File: config.mk
export PLATFORM = sky130hd
export DESIGN_NAME = iq_slot_select
export DESIGN_NICKNAME = d
export VERILOG_FILES = /design/src/rtl/iq_slot_select.sv
export SDC_FILE = /design/constraint.sdc
export NUM_CORES = 1
export LEC_CHECK = 0
export ABC_CLOCK_PERIOD_IN_PS = 3800
export CORE_ASPECT_RATIO = 1.1
export CORE_MARGIN = 4
export CORE_UTILIZATION = 30
export CTS_CLUSTER_DIAMETER = 60
export DETAILED_ROUTE_END_ITERATION = 10
export GPL_TIMING_DRIVEN = 0
export PLACE_DENSITY = 0.57
export SYNTH_ARGS = -nofsm -noshare
export SYNTH_HDL_FRONTEND = slang
export SYNTH_SLANG_ARGS = --single-unit
File: constraint.sdc
create_clock -name clk -period 3.8 [get_ports clk]
set_clock_uncertainty 0.05 [all_clocks]
set_input_delay 0.57 -clock clk [delete_from_list [all_inputs] [get_ports clk]]
set_output_delay 0.57 -clock clk [all_outputs]
set_load 0.1 [all_outputs]
File: src/rtl/iq_slot_select.sv
// Instruction-queue slot tracker: lowest-free allocation, highest-ready issue, monotonic IDs.
// Define IQ_FLUSH_EN to compile in ID-compare squash of younger entries on flush.
module iq_slot_select #(
  parameter int NUM_ENTRIES = 32,
  parameter int IDX_W       = $clog2(NUM_ENTRIES),
  parameter int ID_W        = 32
) (
  input  logic                   clk,
  input  logic                   rst,
  input  logic                   alloc_req,
  input  logic                   alloc_ready,
  input  logic                   stall,
  input  logic                   flush,
  input  logic [ID_W-1:0]        flushed_id,
  input  logic [NUM_ENTRIES-1:0] wake_vec,
  input  logic                   issue_en,
  output logic                   alloc_ack,
  output logic [IDX_W-1:0]       alloc_idx,
  output logic [ID_W-1:0]        alloc_id,
  output logic                   full,
  output logic                   empty,
  output logic                   issue_valid,
  output logic [IDX_W-1:0]       issue_idx,
  output logic [ID_W-1:0]        issue_id
);

  logic [NUM_ENTRIES-1:0] valid_q, valid_d;
  logic [NUM_ENTRIES-1:0] ready_q, ready_d;
  logic [ID_W-1:0]        id_q [NUM_ENTRIES];
  logic [ID_W-1:0]        id_d [NUM_ENTRIES];
  logic [ID_W-1:0]        next_id_q, next_id_d;
  logic                   issue_valid_q, issue_valid_d;
  logic [IDX_W-1:0]       issue_idx_q, issue_idx_d;
  logic [ID_W-1:0]        issue_id_q, issue_id_d;

  logic [NUM_ENTRIES-1:0] squash;
  logic [NUM_ENTRIES-1:0] cand;
  logic [IDX_W-1:0]       free_idx;
  logic [IDX_W-1:0]       sel_idx;
  logic                   sel_hit;

  always_comb begin
    free_idx = '0;
    for (int i = NUM_ENTRIES - 1; i >= 0; i--) begin
      if (!valid_q[i]) free_idx = IDX_W'(i);
    end
  end

`ifdef IQ_FLUSH_EN
  // Unsigned compare on purpose: IDs are assumed not to wrap within a flush window.
  always_comb begin
    for (int i = 0; i < NUM_ENTRIES; i++) begin
      squash[i] = flush & valid_q[i] & (id_q[i] > flushed_id);
    end
  end
`else
  logic unused_flushed_id;
  assign squash            = '0;
  assign unused_flushed_id = ^flushed_id;
`endif

  assign cand = valid_q & ready_q & ~squash;

  always_comb begin
    sel_idx = '0;
    sel_hit = 1'b0;
    for (int i = 0; i < NUM_ENTRIES; i++) begin
      if (cand[i]) begin
        sel_idx = IDX_W'(i);
        sel_hit = 1'b1;
      end
    end
  end

  assign full      = &valid_q;
  assign empty     = ~|valid_q;
  assign alloc_ack = alloc_req & ~full & ~stall & ~flush;
  assign alloc_idx = free_idx;
  assign alloc_id  = next_id_q;

  // Squash is applied last so it overrides both issue and allocation on a slot.
  always_comb begin
    valid_d       = valid_q;
    ready_d       = (ready_q | wake_vec) & valid_q;
    id_d          = id_q;
    next_id_d     = next_id_q;
    issue_valid_d = 1'b0;
    issue_idx_d   = issue_idx_q;
    issue_id_d    = issue_id_q;
    if (alloc_ack) begin
      valid_d[free_idx] = 1'b1;
      ready_d[free_idx] = alloc_ready | wake_vec[free_idx];
      id_d[free_idx]    = next_id_q;
      next_id_d         = next_id_q + 1'b1;
    end
    if (issue_en && sel_hit) begin
      valid_d[sel_idx] = 1'b0;
      issue_valid_d    = 1'b1;
      issue_idx_d      = sel_idx;
      issue_id_d       = id_q[sel_idx];
    end
    valid_d = valid_d & ~squash;
  end

  always_ff @(posedge clk) begin
    if (rst) begin
      valid_q       <= '0;
      ready_q       <= '0;
      next_id_q     <= '0;
      issue_valid_q <= 1'b0;
      issue_idx_q   <= '0;
      issue_id_q    <= '0;
    end else begin
      valid_q       <= valid_d;
      ready_q       <= ready_d;
      next_id_q     <= next_id_d;
      issue_valid_q <= issue_valid_d;
      issue_idx_q   <= issue_idx_d;
      issue_id_q    <= issue_id_d;
    end
  end

  // Slot IDs are only meaningful while the slot is valid, so they need no reset.
  always_ff @(posedge clk) begin
    id_q <= id_d;
  end

  assign issue_valid = issue_valid_q;
  assign issue_idx   = issue_idx_q;
  assign issue_id    = issue_id_q;

endmodule

## Yosys cells after proc, flatten, opt, wreduce, memory -nomap -nowiden

Cells that the tools add are included.

| cells by class | value |
|---|---|
| bitwise operators | 15 |
| divide/modulo/power cells | 0 |
| equality and inequality tests | 0 |
| $lt $le $gt $ge | 7 |
| multipliers | 0 |
| shifts and indexed selects | 0 |
| mux-type cells | 112 |
| reduce and logical (&&, ||, !) cells | 7 |
| $add $sub $neg | 1 |

Operator list:

| cell | number |
|---|---|
| bitwise mux 1024 bit | 1 |
| two-way mux 5 bit | 62 |
| two-way mux 32 bit | 6 |
| binary-select mux 32 bit (select 5 bit) | 1 |
| demux 32 bit (select 5 bit) | 1 |
| bitwise AND 32 bit | 3 |
| OR 32 bit | 2 |
| two-way mux 1 bit | 37 |
| adder 32 x 1 -> 32 bit, second input constant | 1 |
| bitwise mux 32 bit | 1 |
| NOT 32 bit | 1 |
| AND reduction 32 bit | 1 |
| OR reduction 32 bit | 1 |
| >= comparator 6 bit, second input constant | 2 |
| < comparator 5 x 6 -> 1 bit, second input constant | 2 |
| NOT 5 -> 6 bit | 2 |
| demux 1 bit (select 5 bit) | 2 |
| >= comparator 5 x 1 -> 1 bit, second input constant | 2 |
| < comparator 6 x 1 -> 1 bit, second input constant | 1 |
| binary-select mux 1 bit (select 5 bit) | 1 |
| logical AND 1 bit | 4 |
| bitwise AND 1 bit | 3 |
| NOT 1 bit | 3 |
| zero test 1 bit | 1 |
| OR 1 bit | 1 |

| word-level totals | value |
|---|---|
| bits in writable memories | 0 |
| output and inout bits | 78 |
| input bits | 71 |
| word-level logic and storage cells | 180 |
| latch bits | 0 |
| bits in read-only memories | 0 |
| register bits | 1158 |
| memories | 0 |

## Depth between registers and ports, before layout

Gate-level depths: netlist (run 1).

| depth | value |
|---|---|
| depth in word-level cells | 40 |
| mapped depth | 13 |
| depth with buffers taken out | 10 |

## Least setup slack after synthesis (run 1)

Ideal clock, no wire load.

| timing | value |
|---|---|
| kind | register to register |
| from | register valid_q[8] |
| to | register ready_q[15] |
| library setup time | 0.073 ns |
| arrival time | 4.705 ns |
| clock period less this slack | 4.828 ns |
| required time | 3.677 ns |
| path buffers | 3 |
| cell stages (with the launch flop) | 12 |
| slack | -1.028 ns |
| path through | dfxtp_1 -> clkbuf_1 -> nand4_1 -> a311oi_1 -> a21oi_1 -> inv_1 -> buf_1 -> nand2_1 -> clkbuf_1 -> nor2_1 -> o21ai_0 -> a21oi_1 |

| on the way | value |
|---|---|
| cells in the longest elaborated chain, start to end | 15 |
| elaborated cells on any way between the ends | 24 |
| classes of those cells | order compare (2); mux (15); bitwise (5); reduce/logical (2) |

Ends and longest elaborated chain:

| element | RTL line | RTL |
|---|---|---|
| from (decl) | 27 | `logic [NUM_ENTRIES-1:0] valid_q, valid_d;` |
| from (signal assigned) | 114 | `valid_q <= valid_d;` |
| two-way mux 5 bit * (9 in series) | 45 | `if (!valid_q[i]) free_idx = IDX_W'(i);` |
| named net alloc_idx[1] | 18 | `output logic [IDX_W-1:0] alloc_idx,` |
| < comparator 5 x 6 -> 1 bit (implied by the code) or >= comparator 5 x 1 -> 1 bit (tied branches) | 92 | `ready_d[free_idx] = alloc_ready \| wake_vec[free_idx];` |
| logical AND 1 bit (implied by the code) | 92 |  |
| two-way mux 1 bit (implied by the code) | 92 |  |
| demux 1 bit (select 5 bit) | 92 |  |
| bitwise mux 32 bit * | 92 |  |
| two-way mux 32 bit * | 90 | `if (alloc_ack) begin` |
| to (signal assigned) | 115 | `ready_q <= ready_d;` |
| to (decl) | 28 | `logic [NUM_ENTRIES-1:0] ready_q, ready_d;` |

Mark *: on every way through the listed nets, which the timed path passes. The rest lies on a longest branch. The select of a mux whose other input is x is not followed.
A chain may end at the register's enable or synchronous reset.

## Final worst setup path (run 1)

| timing | value |
|---|---|
| from | register valid_q[30] |
| to | register issue_id_q[23] (netlist: issue_id[23]) |

| on the way | value |
|---|---|
| cells in the longest elaborated chain, start to end | 7 |
| elaborated cells on any way between the ends | 10 |
| classes of those cells | mux (7); bitwise (2); reduce/logical (1) |

Ends and longest elaborated chain:

| element | RTL line | RTL |
|---|---|---|
| bitwise AND 32 bit * | 62 | `assign cand = valid_q & ready_q & ~squash;` |
| two-way mux 5 bit (2 in series) | 68 | `if (cand[i]) begin` |
| NOT 5 -> 6 bit (implied by the code) | 100 | `issue_id_d = id_q[sel_idx];` |
| binary-select mux 32 bit (select 5 bit) | 100 |  |
| two-way mux 32 bit (implied by the code) (2 in series) | 100 |  |
| to (signal assigned) | 119 | `issue_id_q <= issue_id_d;` |
| to (decl) | 34 | `logic [ID_W-1:0] issue_id_q, issue_id_d;` |

Mark *: on every way between the ends. The rest lies on a longest branch, timed or not. The select of a mux whose other input is x is not followed.

==> impl_results.md, run 1 <==
- Status: finished, violations left
- Failing checks: capacitance limit, slew limit, setup timing
- Largest stage delay, worst path: 0.50 ns
- Number of remaining DRC errors: 0
- GRT Util Overall: 0.206
- Period utilisation layout: 1.01
- Slowest CP cell: and3_1
- Largest family of logic cells by synthesized area: simple AND/OR/NAND/NOR gates
- Primary FF master, synth: edfxtp_1
- Vias: 32,900
- Setup violators final: 7
- Average size of a mapped cell: 13.2 µm²
- CTS tree: built
- Share of the synthesized area in the top cell type: 0.666
- Unrepaired setup endpoints after global routing: true
- DR iter-0 viols: 4,246
- Min Tclk post-route: 3.84 ns
- Xor-xnor portion of the synthesized cell area: 0.00569
- FF/Latch Area: 33,500 µm²
- Hold_ws: 0.357 ns
- Largest net degree at the start of global routing: 39
- Clock transition at path regs: 0.07 ns
- Final nets: 3,889
- Slew at the pin closest to its max-slew limit: 1.53 ns
- Routed WL: 170 mm
- Post-Synth Adder-Cell Area: 0.000271
- Final HPWL DP: 115 mm
- LEAKAGE: 18.9 nW
- Initial Util: 0.303
- Fraction of layout cells with a size suffix above 1: 0.173
- Synth Cell Area: 46,200 µm²
- Cell count after synthesis: 3,496
- First-pass GRT wire length: 237 mm
- Crit-path max FO: 10
- Startpoint types: register
- Most frequent cell after synthesis: edfxtp_1
- Pwr/cell area: 452 nW/µm²
- Fin cells: 5,969
- Area growth syn-to-layout: 23.3%
- Drt first pass iters: 6
- Row count: 150
- Slew HR: -0.0180
- Post-DR vias/cell: 5.51
- Hold Crit Class: in2reg
- Number of synthesized flops with an enable pin: 1,024
- TritonCTS buffer count: 112
- Vias in the first global route: 31,400
- Die H: 419 µm
- Peak VDD IR: 0.000371 V
- Sequential area share after synthesis: 0.724
- Clk sinks: 1,158
- Compound-Gate Fraction of Synth Area: 0.0869
- Post-synthesis simple-gate area fraction: 0.129
- Largest area contributor in the netlist: edfxtp_1
- Top achievable clock speed: 0.260 GHz
- Worst-Skew Late Latency: 0.73 ns
- Area of the multi-input gates: 13,000 µm²
- Data required, critical path: 4.36 ns
- #FFs+latches synth: 1,158
- Pins Over Slew Limit: 11
- Filler cells: 14,600
- Post-route ant nets: 0
- Root Buffer: clkbuf_16
- Final-report hold violation count: 0
- Critical-path cell list: buf_4, a22oi_1, and3_1, and3_2, nand2_1, nor2_2, clkbuf_4, clkbuf_2, a31oi_2, a31oi_1
- RePlAce Congestion: 0.891
- Crit path DAT: 4.40 ns
- Initial antenna violation count: 9
- Max cap viols: 1
- Worst Setup End Kind: register
- Crit Path Class: reg2reg
- WL per Instance: 28.5 µm
- Chip Width: 382 µm
- Placed cell count: 5,702
- Max Root-Sink Buffers: 3
- # IOs: 149
- Worst path top cell family by delay: simple AND/OR/NAND/NOR gates
- H-tree depth: 3
- WP buf/inv: 3
- FFs w/ async S/R, synth: 0
- Die area: 160,000 µm²
- Unique masters post-synth: 69
- Port Buf Inserts: 115
- Grt total ovfl: 0
- Core Area: 152,000 µm²
- Setup WS post-layout: -0.0397 ns
- Ranking of synthesized cells by area: edfxtp_1, nand2_1, dfxtp_1
- Post-synthesis mux area share: 0.0319
- Post-synth top cells: edfxtp_1, nand2_1, clkbuf_1
- Yosys warns: 0
- Syn Nets: 3,568
-- cells in the final DEF (no fill, tap or decap), drive strengths merged, types with 20 or more instances in the layout --
cell type,count
edfxtp,1024
nor2,125
xor2,21
mux2i,140
a311oi,127
a31oi,80
and3,144
nor3,31
clkbuf,291
nand3,138
a21oi,41
o21ai,99
dfxtp,134
nand2,831
o22ai,45
o221ai,20
clkinv,40
clkdlybuf4s50,105
buf,183
nor4,47
nand4,22
-- worst register-to-register path, cell delays in order (launching register included) --
cell and delay, ns:
dfxtp_1 0.30, buf_4 0.16, a22oi_1 0.31, and3_1 0.50, and3_2 0.43, nand2_1 0.22
nor2_2 0.41, clkbuf_4 0.40, clkbuf_2 0.42, a31oi_2 0.30, a31oi_1 0.22
-- sequential cells by signal, summed over array words and instances, names as in the netlist --
name and flops:
issue_valid 1, valid_q 32, issue_id 32, alloc_id 32, issue_idx 5, id_q 1024
ready_q 32
-- routing by layer --
layer | wire length, µm | global-route usage
met1 | 65500 | 0.264
met2 | 79500 | 0.336
met3 | 15700 | 0.0340
met4 | 9550 | 0.108
met5 | 40 | 0
-- final cells by class --
type,count,share of cell area
inverters,11,0.000725
clock buffers,148,0.0535
clock inverters,64,0.0148
multi-input cells,2095,0.229
well taps,2052,0.0451
repair buffers,215,0.0478
plain buffers,224,0.0212
diodes,2,0.0000879
flip-flops and latches,1158,0.588
-- report_power, final --
part	internal [mW]	switching (mW)	total, mW
clock	6.84	4.96	11.8
combinational	0.0810	0.181	0.262
sequential	13.7	0.0146	13.7
total	20.6	5.16	25.7
-- kinds of logic (layout without fill, tap and decap cells) --
kind of cell	after synthesis	count (layout)
buf+inv	248	662
simple gates	1364	1369
other cells	0	2
flops	1158	1158
mux	146	146
compound gates	549	549
fa+ha+maj	1	1
xor+xnor	30	30
-- metrics by stage --
| step | setup slack, ns | power, mW | TNS, ns | util | instance area [µm²] |
|---|---|---|---|---|---|
| global placement | -3.21 | 14.2 | -1571.89 | 0.328 | 50000 |
| global route | -0.109 | 26.3 | -0.310 | 0.374 | 56900 |
| detailed placement | -2.19 | 14.2 | -458.94 | 0.334 | 51000 |
| floorplan | -0.207 | 14.1 | -17.12 | - | 46300 |
| finish | -0.0397 | 25.7 | -0.161 | 0.374 | 56900 |
| CTS | 0.00237 | 25.8 | 0 | 0.371 | 56600 |
-- worst paths after layout --
| kind | startpoint | to | slack (ns) | cells after the start |
|---|---|---|---|---|
| worst max register to register | valid_q[30] | issue_id[23] | -0.04 | 10 |
| worst min-delay path | rst | ready_q[25] | 0.36 | 2 |
| worst min register to register | issue_idx[3] | issue_idx[3] | 0.49 | 2 |
| worst max-delay path | valid_q[30] | issue_id[23] | -0.04 | 10 |
-- timing repair --
| action | in CTS | in global routing |
|---|---|---|
| hold buffers | 0 | 0 |
| pin swaps | 50 | 21 |
| gates resized for setup | 291 | 106 |
| cloned | 4 | 1 |
| endpoints found under the setup margin | 950 | 181 |
| setup buffers | 52 | 9 |
| endpoints found under the hold margin | 0 | 0 |
(Power assumes the default switching activity.)
==> inputs of run 2 (changes only) <==
CTS_BUF_LIST = sky130_fd_sc_hd__clkbuf_2   (was unset)
==> impl_results.md, run 2 (synthesis results as in run 1) <==
- Hold Crit Class: in2reg
- Placed cell count: 5,702 (unchanged)
- WL per Instance: 27.4 µm (-3.8%)
- GRT Util Overall: 0.210 (+0.00446)
- Die H: 419 µm (unchanged)
- Worst path top cell family by delay: simple AND/OR/NAND/NOR gates
- Crit-path max FO: 10 (unchanged)
- Drt first pass iters: 7 (+1)
- Top achievable clock speed: 0.254 GHz (-2.4%)
- Final HPWL DP: 115 mm (unchanged)
- Max FFs per register: 1,024 (unchanged)
- Routed WL: 173 mm (+1.8%)
- Port Buf Inserts: 115 (unchanged)
- Startpoint types: register
- Critical-path cell list: buf_4, a22o_1, nor4_2, nor2_1, nand2_1, clkbuf_1, a311oi_2, nor4_4, a31oi_1
- Pins Over Slew Limit: 11 (unchanged)
- Biggest register: id_q
- Slew at the pin closest to its max-slew limit: 1.51 ns (-0.0121 ns)
- Slew HR: -0.00995 (+0.00803)
- Post-route ant nets: 0 (unchanged)
- Initial Util: 0.303 (unchanged)
- Unrepaired setup endpoints after global routing: true
- Min Tclk post-route: 3.93 ns (+0.0937 ns)
- Setup violators final: 5 (-2)
- Core Area: 152,000 µm² (unchanged)
- TritonCTS buffer count: 297 (+170%)
- Vias: 34,100 (+3.6%)
- Fin cells: 6,318 (+5.8%)
- Period utilisation layout: 1.04 (+0.0246)
- DR iter-0 viols: 4,141 (-2.5%)
- Setup Total Neg Slack: -0.338 ns (-0.177 ns)
- First-pass GRT wire length: 241 mm (+1.9%)
- Commonest non-fill, non-tap cells in the layout: edfxtp_1, nand2_1, clkbuf_2, and3_1, mux2i_1
- Row count: 150 (unchanged)
- H-tree depth: 5 (+2)
- Largest net degree at the start of global routing: 39 (unchanged)
- Grt total ovfl: 0 (unchanged)
- Filler cells: 14,800 (+1.5%)
- Area growth syn-to-layout: 22.5%
- Fraction of layout cells with a size suffix above 1: 0.243 (+0.0702)
- Root Buffer: clkbuf_2
- Pwr/cell area: 390 nW/µm² (-14%)
- Placement Setup Slack: -2.19 ns (unchanged)
- WP buf/inv: 2 (-1)
- Final Core Density: 0.371 (-0.00228)
- Slowest CP cell: clkbuf_1
- Die area: 160,000 µm² (unchanged)
- Setup WS post-layout: -0.133 ns (-0.0937 ns)
- Final nets: 4,147 (+6.6%)
- Chip Width: 382 µm (unchanged)
- CTS tree: built
- Final-report hold violation count: 0 (unchanged)
- Vias in the first global route: 33,200 (+5.9%)
- Worst Setup End Kind: register
- Commonest non-fill, non-tap cell in the layout: edfxtp_1
- Failing checks: capacitance limit, slew limit, setup timing
- Total power: 22.1 mW (-14%)
- Crit Path Class: reg2reg
- Peak VDD IR: 0.000353 V (-4.8%)
- RePlAce Congestion: 0.891 (unchanged)
- Initial antenna violation count: 5 (-4)
- Worst-Skew Late Latency: 1.65 ns (+0.92 ns)
- LEAKAGE: 19.5 nW (+2.8%)
- Status: finished, violations left
- Max Root-Sink Buffers: 4 (+1)
- Clock transition at path regs: 0.11 ns (+0.04 ns)
- # IOs: 149 (unchanged)
- Crit path DAT: 5.32 ns (+0.92 ns)
- Data required, critical path: 5.19 ns (+0.83 ns)
- Post-DR vias/cell: 5.40 (-2.1%)
- Clk sinks: 1,158 (unchanged)
- Number of remaining DRC errors: 0 (unchanged)
- Largest stage delay, worst path: 0.96 ns (+0.46 ns)
- Max cap viols: 1 (unchanged)
## run 2: worst paths after layout
check               start            to  slack, ns  cells after the start
min          wake_vec[31]   ready_q[31]       0.19                      4
max reg2reg   valid_q[21]  issue_id[22]      -0.13                      9
max           valid_q[21]  issue_id[22]      -0.13                      9
min reg2reg    valid_q[1]    ready_q[1]       0.48                      2
## run 2: worst min-delay path, delay by kind of cell
kind                   cells  cell delay [ns]
AO/OA/AOI/OAI              2             0.17
buffers and inverters      2             1.09
## run 2: repair_timing
| action | in CTS | in global routing |
|---|---|---|
| cloned | 3 | 1 |
| hold endpoints to repair | 77 | 0 |
| hold buffers | 60 | 0 |
| setup endpoints to repair | 1061 | 65 |
| gates resized for setup | 579 | 179 |
| buffers inserted | 46 | 31 |
| pin swaps | 49 | 37 |
## run 2: area by class of cell
cell class                 count  area [µm²]  area share
clock inverter                63         292     0.00515
buffer                       220        1270      0.0225
sequential                  1158       33600       0.594
antenna                        1        2.50   0.0000442
timing repair buffer         294        3320      0.0587
multi-input combinational   2093       13400       0.236
clock buffer                 426        2130      0.0377
tap                         2052        2570      0.0454
inverter                      11        45.0    0.000796
## run 2: per-layer routing
metal | GRT usage | vias up | routed length, µm
met5 | 0 | - | 22
met4 | 0.123 | 4 | 10800
met3 | 0.0467 | 445 | 17000
met2 | 0.337 | 2085 | 80100
met1 | 0.262 | 17000 | 65400
li1 | - | 14600 | -
## run 2: report_power, final
group          leakage, nW  switching [mW]  internal [mW]
Clock                 1.91            5.02           3.09
Combinational         5.26           0.194          0.123
Sequential            12.3          0.0145           13.6
## run 2: metrics by stage
stage,instance area [µm²],hold WS [ns]
finish,56600,0.185
global route,56600,0.137
detailed placement,51000,0.463
global placement,50000,0.458
CTS,55800,0.00169
floorplan,46300,0.431
